$ cat src/rtl/apb_pkg.sv
// ----------------------------------------------------------------------------
// apb_pkg
// Shared definitions for the APB command master and its helpers.
//   - apb_state_e : transfer state encoding (IDLE, SETUP, ACCESS, RESP)
//   - APB_ADDR_W / APB_DATA_W : default bus widths
//   - REGION_MSB / REGION_LSB : slave region field used by the address decoder
// ----------------------------------------------------------------------------
package apb_pkg;

    localparam int APB_ADDR_W = 32;
    localparam int APB_DATA_W = 32;

    // The downstream decoder selects a slave from PADDR[31:28].
    localparam int REGION_MSB = 31;
    localparam int REGION_LSB = 28;

    typedef enum logic [1:0] {
        ST_IDLE   = 2'd0,
        ST_SETUP  = 2'd1,
        ST_ACCESS = 2'd2,
        ST_RESP   = 2'd3
    } apb_state_e;

    // Slave region of a full-width APB address.
    function automatic logic [REGION_MSB-REGION_LSB:0] apb_region(
        input logic [APB_ADDR_W-1:0] addr
    );
        return addr[REGION_MSB:REGION_LSB];
    endfunction

endpackage

$ cat src/rtl/apb_wait_timer.sv
// ----------------------------------------------------------------------------
// apb_wait_timer
// Counts ACCESS cycles in which the slave holds PREADY low and flags when the
// count reaches TIMEOUT-1, i.e. the current wait cycle is the last allowed one.
// TIMEOUT = 0 disables the timer (expired tied low).
// Ports:
//   PCLK     in  clock
//   PRESETn  in  asynchronous active-low reset
//   clear    in  force the count to zero
//   count_en in  increment the count this cycle
//   expired  out count == TIMEOUT-1 (combinational from the count)
// ----------------------------------------------------------------------------
module apb_wait_timer #(
    parameter int TIMEOUT = 16
) (
    input  logic PCLK,
    input  logic PRESETn,
    input  logic clear,
    input  logic count_en,
    output logic expired
);

    localparam int TO_W = (TIMEOUT == 0) ? 1 : $clog2(TIMEOUT + 1);
    localparam logic [TO_W-1:0] LAST = (TIMEOUT == 0) ? '0 : TO_W'(TIMEOUT - 1);

    logic [TO_W-1:0] cnt_reg;
    logic [TO_W-1:0] cnt_next;

    always_comb begin
        cnt_next = cnt_reg;
        if (clear) begin
            cnt_next = '0;
        end else if (count_en) begin
            cnt_next = cnt_reg + TO_W'(1);
        end
    end

    always_ff @(posedge PCLK or negedge PRESETn) begin
        if (!PRESETn) begin
            cnt_reg <= '0;
        end else begin
            cnt_reg <= cnt_next;
        end
    end

    generate
        if (TIMEOUT == 0) begin : g_disabled
            assign expired = 1'b0;
        end else begin : g_enabled
            assign expired = (cnt_reg == LAST);
        end
    endgenerate

endmodule

$ cat src/rtl/apb_cmd_master.sv
// ----------------------------------------------------------------------------
// apb_cmd_master
// Turns a valid/ready command stream into APB SETUP/ACCESS transfers and
// returns one registered response per command. One transfer in flight.
// Ports:
//   PCLK, PRESETn            clock, asynchronous active-low reset
//   cmd_valid/cmd_ready      command handshake (cmd_ready high only in IDLE)
//   cmd_write/addr/wdata     command payload, captured on accept
//   rsp_valid/rsp_ready      response handshake
//   rsp_rdata/err/timeout    response payload
//   PSEL..PWDATA             APB requester outputs (all registered)
//   PRDATA/PREADY/PSLVERR    muxed APB slave returns
// ----------------------------------------------------------------------------
module apb_cmd_master
    import apb_pkg::*;
#(
    parameter int ADDR_W  = APB_ADDR_W,
    parameter int DATA_W  = APB_DATA_W,
    parameter int TIMEOUT = 16
) (
    input  logic              PCLK,
    input  logic              PRESETn,
    input  logic              cmd_valid,
    output logic              cmd_ready,
    input  logic              cmd_write,
    input  logic [ADDR_W-1:0] cmd_addr,
    input  logic [DATA_W-1:0] cmd_wdata,
    output logic              rsp_valid,
    input  logic              rsp_ready,
    output logic [DATA_W-1:0] rsp_rdata,
    output logic              rsp_err,
    output logic              rsp_timeout,
    output logic              PSEL,
    output logic              PENABLE,
    output logic              PWRITE,
    output logic [ADDR_W-1:0] PADDR,
    output logic [DATA_W-1:0] PWDATA,
    input  logic [DATA_W-1:0] PRDATA,
    input  logic              PREADY,
    input  logic              PSLVERR
);

    apb_state_e        state_reg,       state_next;
    logic              psel_reg,        psel_next;
    logic              penable_reg,     penable_next;
    logic              pwrite_reg,      pwrite_next;
    logic [ADDR_W-1:0] paddr_reg,       paddr_next;
    logic [DATA_W-1:0] pwdata_reg,      pwdata_next;
    logic              rsp_valid_reg,   rsp_valid_next;
    logic [DATA_W-1:0] rsp_rdata_reg,   rsp_rdata_next;
    logic              rsp_err_reg,     rsp_err_next;
    logic              rsp_timeout_reg, rsp_timeout_next;

    logic timer_clear;
    logic timer_count;
    logic timer_expired;

    // The wait count is only meaningful inside ACCESS; holding it at zero
    // everywhere else guarantees every transfer starts from a clean count.
    assign timer_clear = (state_reg != ST_ACCESS);
    assign timer_count = (state_reg == ST_ACCESS) && !PREADY;

    apb_wait_timer #(
        .TIMEOUT (TIMEOUT)
    ) u_wait_timer (
        .PCLK     (PCLK),
        .PRESETn  (PRESETn),
        .clear    (timer_clear),
        .count_en (timer_count),
        .expired  (timer_expired)
    );

    always_comb begin
        state_next       = state_reg;
        psel_next        = psel_reg;
        penable_next     = penable_reg;
        pwrite_next      = pwrite_reg;
        paddr_next       = paddr_reg;
        pwdata_next      = pwdata_reg;
        rsp_valid_next   = rsp_valid_reg;
        rsp_rdata_next   = rsp_rdata_reg;
        rsp_err_next     = rsp_err_reg;
        rsp_timeout_next = rsp_timeout_reg;

        case (state_reg)
            ST_IDLE: begin
                if (cmd_valid) begin
                    pwrite_next  = cmd_write;
                    paddr_next   = cmd_addr;
                    pwdata_next  = cmd_wdata;
                    psel_next    = 1'b1;
                    penable_next = 1'b0;
                    state_next   = ST_SETUP;
                end
            end
            ST_SETUP: begin
                penable_next = 1'b1;
                state_next   = ST_ACCESS;
            end
            ST_ACCESS: begin
                // PREADY is checked first so a slave answering in the final
                // allowed cycle still completes normally.
                if (PREADY) begin
                    rsp_rdata_next   = (pwrite_reg || PSLVERR) ? '0 : PRDATA;
                    rsp_err_next     = PSLVERR;
                    rsp_timeout_next = 1'b0;
                    rsp_valid_next   = 1'b1;
                    psel_next        = 1'b0;
                    penable_next     = 1'b0;
                    state_next       = ST_RESP;
                end else if (timer_expired) begin
                    rsp_rdata_next   = '0;
                    rsp_err_next     = 1'b1;
                    rsp_timeout_next = 1'b1;
                    rsp_valid_next   = 1'b1;
                    psel_next        = 1'b0;
                    penable_next     = 1'b0;
                    state_next       = ST_RESP;
                end
            end
            ST_RESP: begin
                if (rsp_ready) begin
                    rsp_valid_next = 1'b0;
                    state_next     = ST_IDLE;
                end
            end
            default: begin
                psel_next    = 1'b0;
                penable_next = 1'b0;
                state_next   = ST_IDLE;
            end
        endcase
    end

    always_ff @(posedge PCLK or negedge PRESETn) begin
        if (!PRESETn) begin
            state_reg       <= ST_IDLE;
            psel_reg        <= 1'b0;
            penable_reg     <= 1'b0;
            pwrite_reg      <= 1'b0;
            paddr_reg       <= '0;
            pwdata_reg      <= '0;
            rsp_valid_reg   <= 1'b0;
            rsp_rdata_reg   <= '0;
            rsp_err_reg     <= 1'b0;
            rsp_timeout_reg <= 1'b0;
        end else begin
            state_reg       <= state_next;
            psel_reg        <= psel_next;
            penable_reg     <= penable_next;
            pwrite_reg      <= pwrite_next;
            paddr_reg       <= paddr_next;
            pwdata_reg      <= pwdata_next;
            rsp_valid_reg   <= rsp_valid_next;
            rsp_rdata_reg   <= rsp_rdata_next;
            rsp_err_reg     <= rsp_err_next;
            rsp_timeout_reg <= rsp_timeout_next;
        end
    end

    assign cmd_ready   = (state_reg == ST_IDLE);
    assign PSEL        = psel_reg;
    assign PENABLE     = penable_reg;
    assign PWRITE      = pwrite_reg;
    assign PADDR       = paddr_reg;
    assign PWDATA      = pwdata_reg;
    assign rsp_valid   = rsp_valid_reg;
    assign rsp_rdata   = rsp_rdata_reg;
    assign rsp_err     = rsp_err_reg;
    assign rsp_timeout = rsp_timeout_reg;

endmodule

$ cat config.mk
export PLATFORM = sky130hd
export DESIGN_NAME = apb_cmd_master
export DESIGN_NICKNAME = d
export VERILOG_FILES = /design/src/rtl/apb_pkg.sv /design/src/rtl/apb_wait_timer.sv /design/src/rtl/apb_cmd_master.sv
export SDC_FILE = /design/constraint.sdc
export NUM_CORES = 1
export LEC_CHECK = 0
export CAP_MARGIN = 25
export CORE_AREA = 10 10 123 103
export DETAILED_ROUTE_END_ITERATION = 8
export DIE_AREA = 0 0 133 113
export PLACE_DENSITY = 0.87
export SLEW_MARGIN = 25
export SYNTH_ARGS = -nofsm -noshare
export SYNTH_HDL_FRONTEND = slang
export SYNTH_SLANG_ARGS = --single-unit
$ cat constraint.sdc
create_clock -name PCLK -period 3.6 [get_ports PCLK]
set_clock_uncertainty 0.2 [all_clocks]
set_input_delay 1.08 -clock PCLK [delete_from_list [all_inputs] [get_ports PCLK]]
set_output_delay 1.08 -clock PCLK [all_outputs]
set_load 0.02 [all_outputs]
## Word-level counts from Yosys, hierarchy flattened

Cells that the tools add are included.

| storage, ports and cells | value |
|---|---|
| input bits | 103 |
| logic and storage cells | 57 |
| output and inout port bits | 103 |
| bits in registers | 109 |

| cells by class | value |
|---|---|
| equal/unequal tests | 8 |
| $add $sub $neg | 1 |
| reduce and logical (&&, ||, !) cells | 15 |
| mux-type cells | 22 |

Operators with widths:

| cell | count |
|---|---|
| two-way mux 32 bit | 3 |
| AND reduction 3 bit | 4 |
| two-way mux 5 bit | 2 |
| two-way mux 1 bit | 9 |
| two-way mux 2 bit | 4 |
| case mux 2 bit (4 select lines) | 1 |
| nonzero test 2 bit | 4 |
| inequality test 2 bit (second input constant) | 3 |
| adder 5 x 1 -> 5 bit (second input constant) | 1 |
| == test 5 x 4 -> 1 bit (second input constant) | 1 |
| == test 2 bit (second input constant) | 2 |
| case mux 1 bit (2 select lines) | 2 |
| AND reduction 2 bit | 2 |
| inequality test 3 bit (second input constant) | 1 |
| case mux 1 bit (3 select lines) | 1 |
| nonzero test 3 bit | 1 |
| == test 2 x 1 -> 1 bit (second input constant) | 1 |
| zero test 2 bit | 1 |
| logical AND 1 bit | 1 |
| zero test 1 bit | 1 |
| logical OR 1 bit | 1 |

## Depth between registers and ports, before layout

| logic depth | value |
|---|---|
| word-level depth | 4 |
| mapped depth | 7 |
| depth with buffers taken out | 6 |

## Modules after synthesis

A second synthesis with hierarchy kept.

| second synthesis, totals | value |
|---|---|
| cells, all modules | 268 |
| area total of the unflattened synthesis | 4216.5 µm² |

By module, submodules not included:

| module | cells each | times used | area an instance (µm²) | seq. area each (µm²) |
|---|---|---|---|---|
| apb_cmd_master | 245 | 1 | 3946.3 | 2602.5 |
| apb_wait_timer | 23 | 1 | 270.3 | 125.1 |

## Least setup slack after synthesis

No wires, ideal clock.

| timing | value |
|---|---|
| path type | input to register |
| start point | in cmd_valid |
| end point | reg paddr_reg[10] (netlist: PADDR[10]) |
| buffers on the path | 2 |
| arrival time | 1763 ps |
| required time | 3275 ps |
| stages on the path | 4 |
| setup slack | 1512 ps |
| setup time | 125 ps |
| cell sequence | nand2_1 buf_6 buf_6 mux2_4 |

| between the ends | value |
|---|---|
| cells in the longest elaborated chain, start to end | 1 |

Ends and longest elaborated chain:

| what | RTL line | RTL |
|---|---|---|
| start, declared | apb_cmd_master.sv:23 | `input logic cmd_valid,` |
| AND reduction 2 bit (no source line) | n/a |  |
| end signal, assigned | apb_cmd_master.sv:152 | `paddr_reg <= paddr_next;` |
| end, declared | apb_cmd_master.sv:47 | `logic [ADDR_W-1:0] paddr_reg, paddr_next;` |

No other way between the ends.
A chain may end at the register's enable or synchronous reset.

## Final worst setup path

| timing | value |
|---|---|
| start point | reg state_reg[0] |
| end point | out cmd_ready |

| between the ends | value |
|---|---|
| cells in the longest elaborated chain, start to end | 1 |

Ends and longest elaborated chain:

| what | RTL line | RTL |
|---|---|---|
| start, declared | apb_cmd_master.sv:43 | `apb_state_e state_reg, state_next;` |
| start signal, assigned | apb_cmd_master.sv:148 | `state_reg <= state_next;` |
| zero test 2 bit | apb_cmd_master.sv:161 | `assign cmd_ready = (state_reg == ST_IDLE);` |
| end, declared | apb_cmd_master.sv:24 | `output logic cmd_ready,` |

No other way between the ends.

==> impl_results.rst <==
.. list-table::
   :header-rows: 1

   * - Metric
     - Value
   * - Die H
     - 113 um
   * - Area after detailed placement
     - 0.00665 mm2
   * - Via count of the routed design
     - 3049
   * - Worst-path fanout max
     - 4
   * - Maximum clock path buffer count
     - 2
   * - Peak supply drop
     - 0.417 mV
   * - Number of clock buffers inserted by TritonCTS
     - 9
   * - Count of unique library cells instantiated by Yosys
     - 28
   * - Number of buffers added to fix hold violations after cts
     - 0
   * - R2R cell count
     - 6
   * - Leakage dissipation
     - 0.00317 uW
   * - Die area
     - 0.0150 mm2
   * - CTS tree
     - done
   * - Critical path start-end classification
     - register to output port
   * - Detailed Routing Iterations Pass 1
     - 4
   * - Number of DRC markers in iteration 0
     - 143
   * - Global-route wire length before repair
     - 20600 um
   * - Via density per instance
     - 4.86
   * - Post-route design area
     - 0.00694 mm2
   * - Startpoint of the most critical register-to-register path
     - u_wait_timer.cnt_reg[0]$_DFFE_PN0P_
   * - Net switching power
     - 2250 uW
   * - Power Density
     - 912 mW/mm2
   * - Number of global-route vias before repair
     - 3389
   * - Nature of the critical path endpoint
     - output port
   * - Setup repair after global routing missed its margin
     - no
   * - Area of the core
     - 0.0101 mm2
   * - Number of placed I/O pins
     - 206
   * - Post-Synthesis Cells
     - 272
   * - Filler-free cell count of the finished design
     - 627
   * - Placed cell count
     - 611
   * - N_diodes
     - 0
   * - Clk network pwr share
     - 15.1%
   * - Synthesis warning total
     - 0
   * - Status
     - finished, final reports clean
   * - Worst hold path startpoint
     - PWDATA[27]$_DFFE_PN0P_
   * - Total count of hold-check failures in the final report
     - 0
   * - Slew at the pin closest to its max-slew limit
     - 500 ps
   * - Post-cts repair resize count
     - 0
   * - Slew Limit Headroom
     - 66.7%
   * - Root buffer cell
     - clkbuf_16
   * - CP Data Required Time
     - 2320 ps
   * - Ranking of synthesized cells by area
     - dfrtp_1 (61%), mux2_4 (17%), a22o_1 (6.5%)
   * - Number of nets still failing antenna checks after routing
     - 0
   * - Slack of the worst reg-to-reg path
     - 1300 ps
   * - Accumulated negative setup slack
     - 0 ps
   * - Worst endpoint data arrival time
     - 1850 ps
   * - Average wire length per cell after detail routing
     - 20.6 um
   * - Final weighted congestion of routability-driven global placement
     - 0.748
   * - Startpoint type of the worst setup path
     - register
   * - Setup violators final
     - 0
   * - Clock insertion delay at the later pin of the skew report
     - 340 ps
   * - Row count
     - 33
   * - Number of nets in the layout
     - 593
   * - Overall global routing resource usage
     - 17.5%
   * - Ratio of cells with drive above 1 in the final layout
     - 20.1%
   * - Gate power share
     - 51.2%
   * - Die width
     - 133 um
   * - Area of the mapped netlist
     - 0.00447 mm2
   * - H-tree depth reported by CTS
     - 3
   * - Maximum number of pins on one net before global-route repair
     - 45
   * - HPWL reported at the end of detailed placement
     - 10100 um
   * - Net switching share of the total power
     - 35.5%
   * - Aggregate routed wire length
     - 12900 um
   * - Most frequent cells in the layout
     - clkdlybuf4s50_1 (204), dfrtp_1 (109), mux2_4 (50), a22o_1 (33), mux2_2 (17)
   * - Most common cell after layout, fill and taps aside
     - clkdlybuf4s50_1
   * - Min cycle time layout
     - 3130 ps
   * - Instance count along the most critical hold path
     - 1
   * - Syn Area/Cell
     - 16.4 um2
   * - Area growth from synthesis to layout
     - 55.2%
   * - FF+latch count, synth
     - 109
   * - Hold slack
     - 307 ps
   * - Min-delay worst type
     - register to register
   * - Number of buffers inserted by post-CTS setup repair
     - 0
   * - Clock transition time at the flip-flop clock pins of the worst setup and hold paths
     - 70 ps
   * - Number of clock sinks seen by CTS
     - 109
   * - Total overflow reported by the global router
     - 0
   * - Antenna violations before repair
     - 0
   * - Drc violations
     - 0
   * - Part of the Yosys area used for sequential elements
     - 61.0%
   * - Worst min-delay path endpoint
     - PWDATA[27]$_DFFE_PN0P_
   * - Destination of the worst register-to-register timing path
     - rsp_rdata[10]$_DFFE_PN0P_
   * - Fraction of synthesized cell area taken by the top area cell type
     - 61.0%
   * - Port Buf Inserts
     - 205
   * - Number of nets produced by synthesis
     - 383
   * - Fmax
     - 0.319 GHz
   * - Utilization after layout
     - 68.6%
   * - Dominant cell type by area after synthesis
     - dfrtp_1
   * - Max-capacitance violation count
     - 0
   * - Period Utilization, post-route
     - 87.0%
   * - Sequential group share of total power
     - 33.8%
   * - Number of max-slew violations in the final report
     - 0
   * - Internal power of the cells
     - 4080 uW
   * - Starting utilization of the core area
     - 44.2%
-- stage by stage --
stage	setup WS, ps	total power, uW
5_1_grt	371	6650
2_1_floorplan	1510	3870
3_5_place_dp	541	5430
3_3_place_gp	632	5320
6_report	470	6330
4_1_cts	445	6410
-- routing by layer --
layer	GRT usage, %	routed length, um	vias up
met5	0	0	-
met4	5.12	201	0
met3	6.15	863	18
met2	29.8	6610	112
met1	20.4	5260	1532
li1	-	-	1387
-- critical path, cell delays in order, from the launching register on --
cell	delay [ps]
dfrtp_1	420
inv_1	140
ha_1	300
clkdlybuf4s50_1	650
-- cell usage after synthesis --
cell type,number
a21oi_1,2
nor3_1,1
o21ai_0,3
o311ai_0,1
buf_2,3
nor3b_2,1
clkbuf_1,1
nor3_2,1
and3b_1,1
o21ai_4,1
dfrtp_1,109
and3_1,1
inv_1,4
xnor2_1,3
mux2_2,17
a22o_1,33
nand2_1,6
mux2i_1,3
nor2b_1,3
ha_1,8
nor2_1,1
nor2b_4,1
nand4b_1,1
buf_4,1
mux2_4,50
and2_1,4
buf_6,11
nand2b_1,1
-- power groups by stage --
| stage | registers [uW] | logic [uW] | clock network [uW] |
|---|---|---|---|
| after global routing | 2220 | 3410 | 1020 |
| after CTS | 2140 | 3290 | 976 |
| after floorplan | 2780 | 1090 | 0 |
| after detailed placement | 2150 | 3290 | 0 |
| final | 2140 | 3240 | 953 |
| after global placement | 2120 | 3200 | 0 |
-- kinds of logic after synthesis --
group / synth area share, %
xor+xnor: 0.588
flops: 61.0
compound gates: 7.58
mux: 21.7
buf+inv: 3.69
simple gates: 3.16
fa+ha+maj: 2.24
-- cell type report --
cell class                 count  area (um2)
clock inverter                 5        43.8
multi-input combinational    143        1590
sequential                   109        2730
tap                          140         175
clock buffer                  11         243
inverter                       4        15.0
fill                         692        3180
timing repair buffer         215        2150
-- worst max-delay path by stage --
stage / startpoint / endpoint / slack [ps] / depth (start not counted)
detailed placement: PREADY / rsp_rdata[10]$_DFFE_PN0P_ / 540 / 4
finish: state_reg[0]$_DFFE_PN0P_ / cmd_ready / 470 / 3
floorplan: cmd_valid / PADDR[10]$_DFFE_PN0P_ / 1510 / 4
global route: state_reg[0]$_DFFE_PN0P_ / cmd_ready / 370 / 3
global placement: PREADY / rsp_rdata[20]$_DFFE_PN0P_ / 630 / 5
CTS: state_reg[0]$_DFFE_PN0P_ / cmd_ready / 450 / 3
Note: power is estimated with default switching activity, not from simulation.
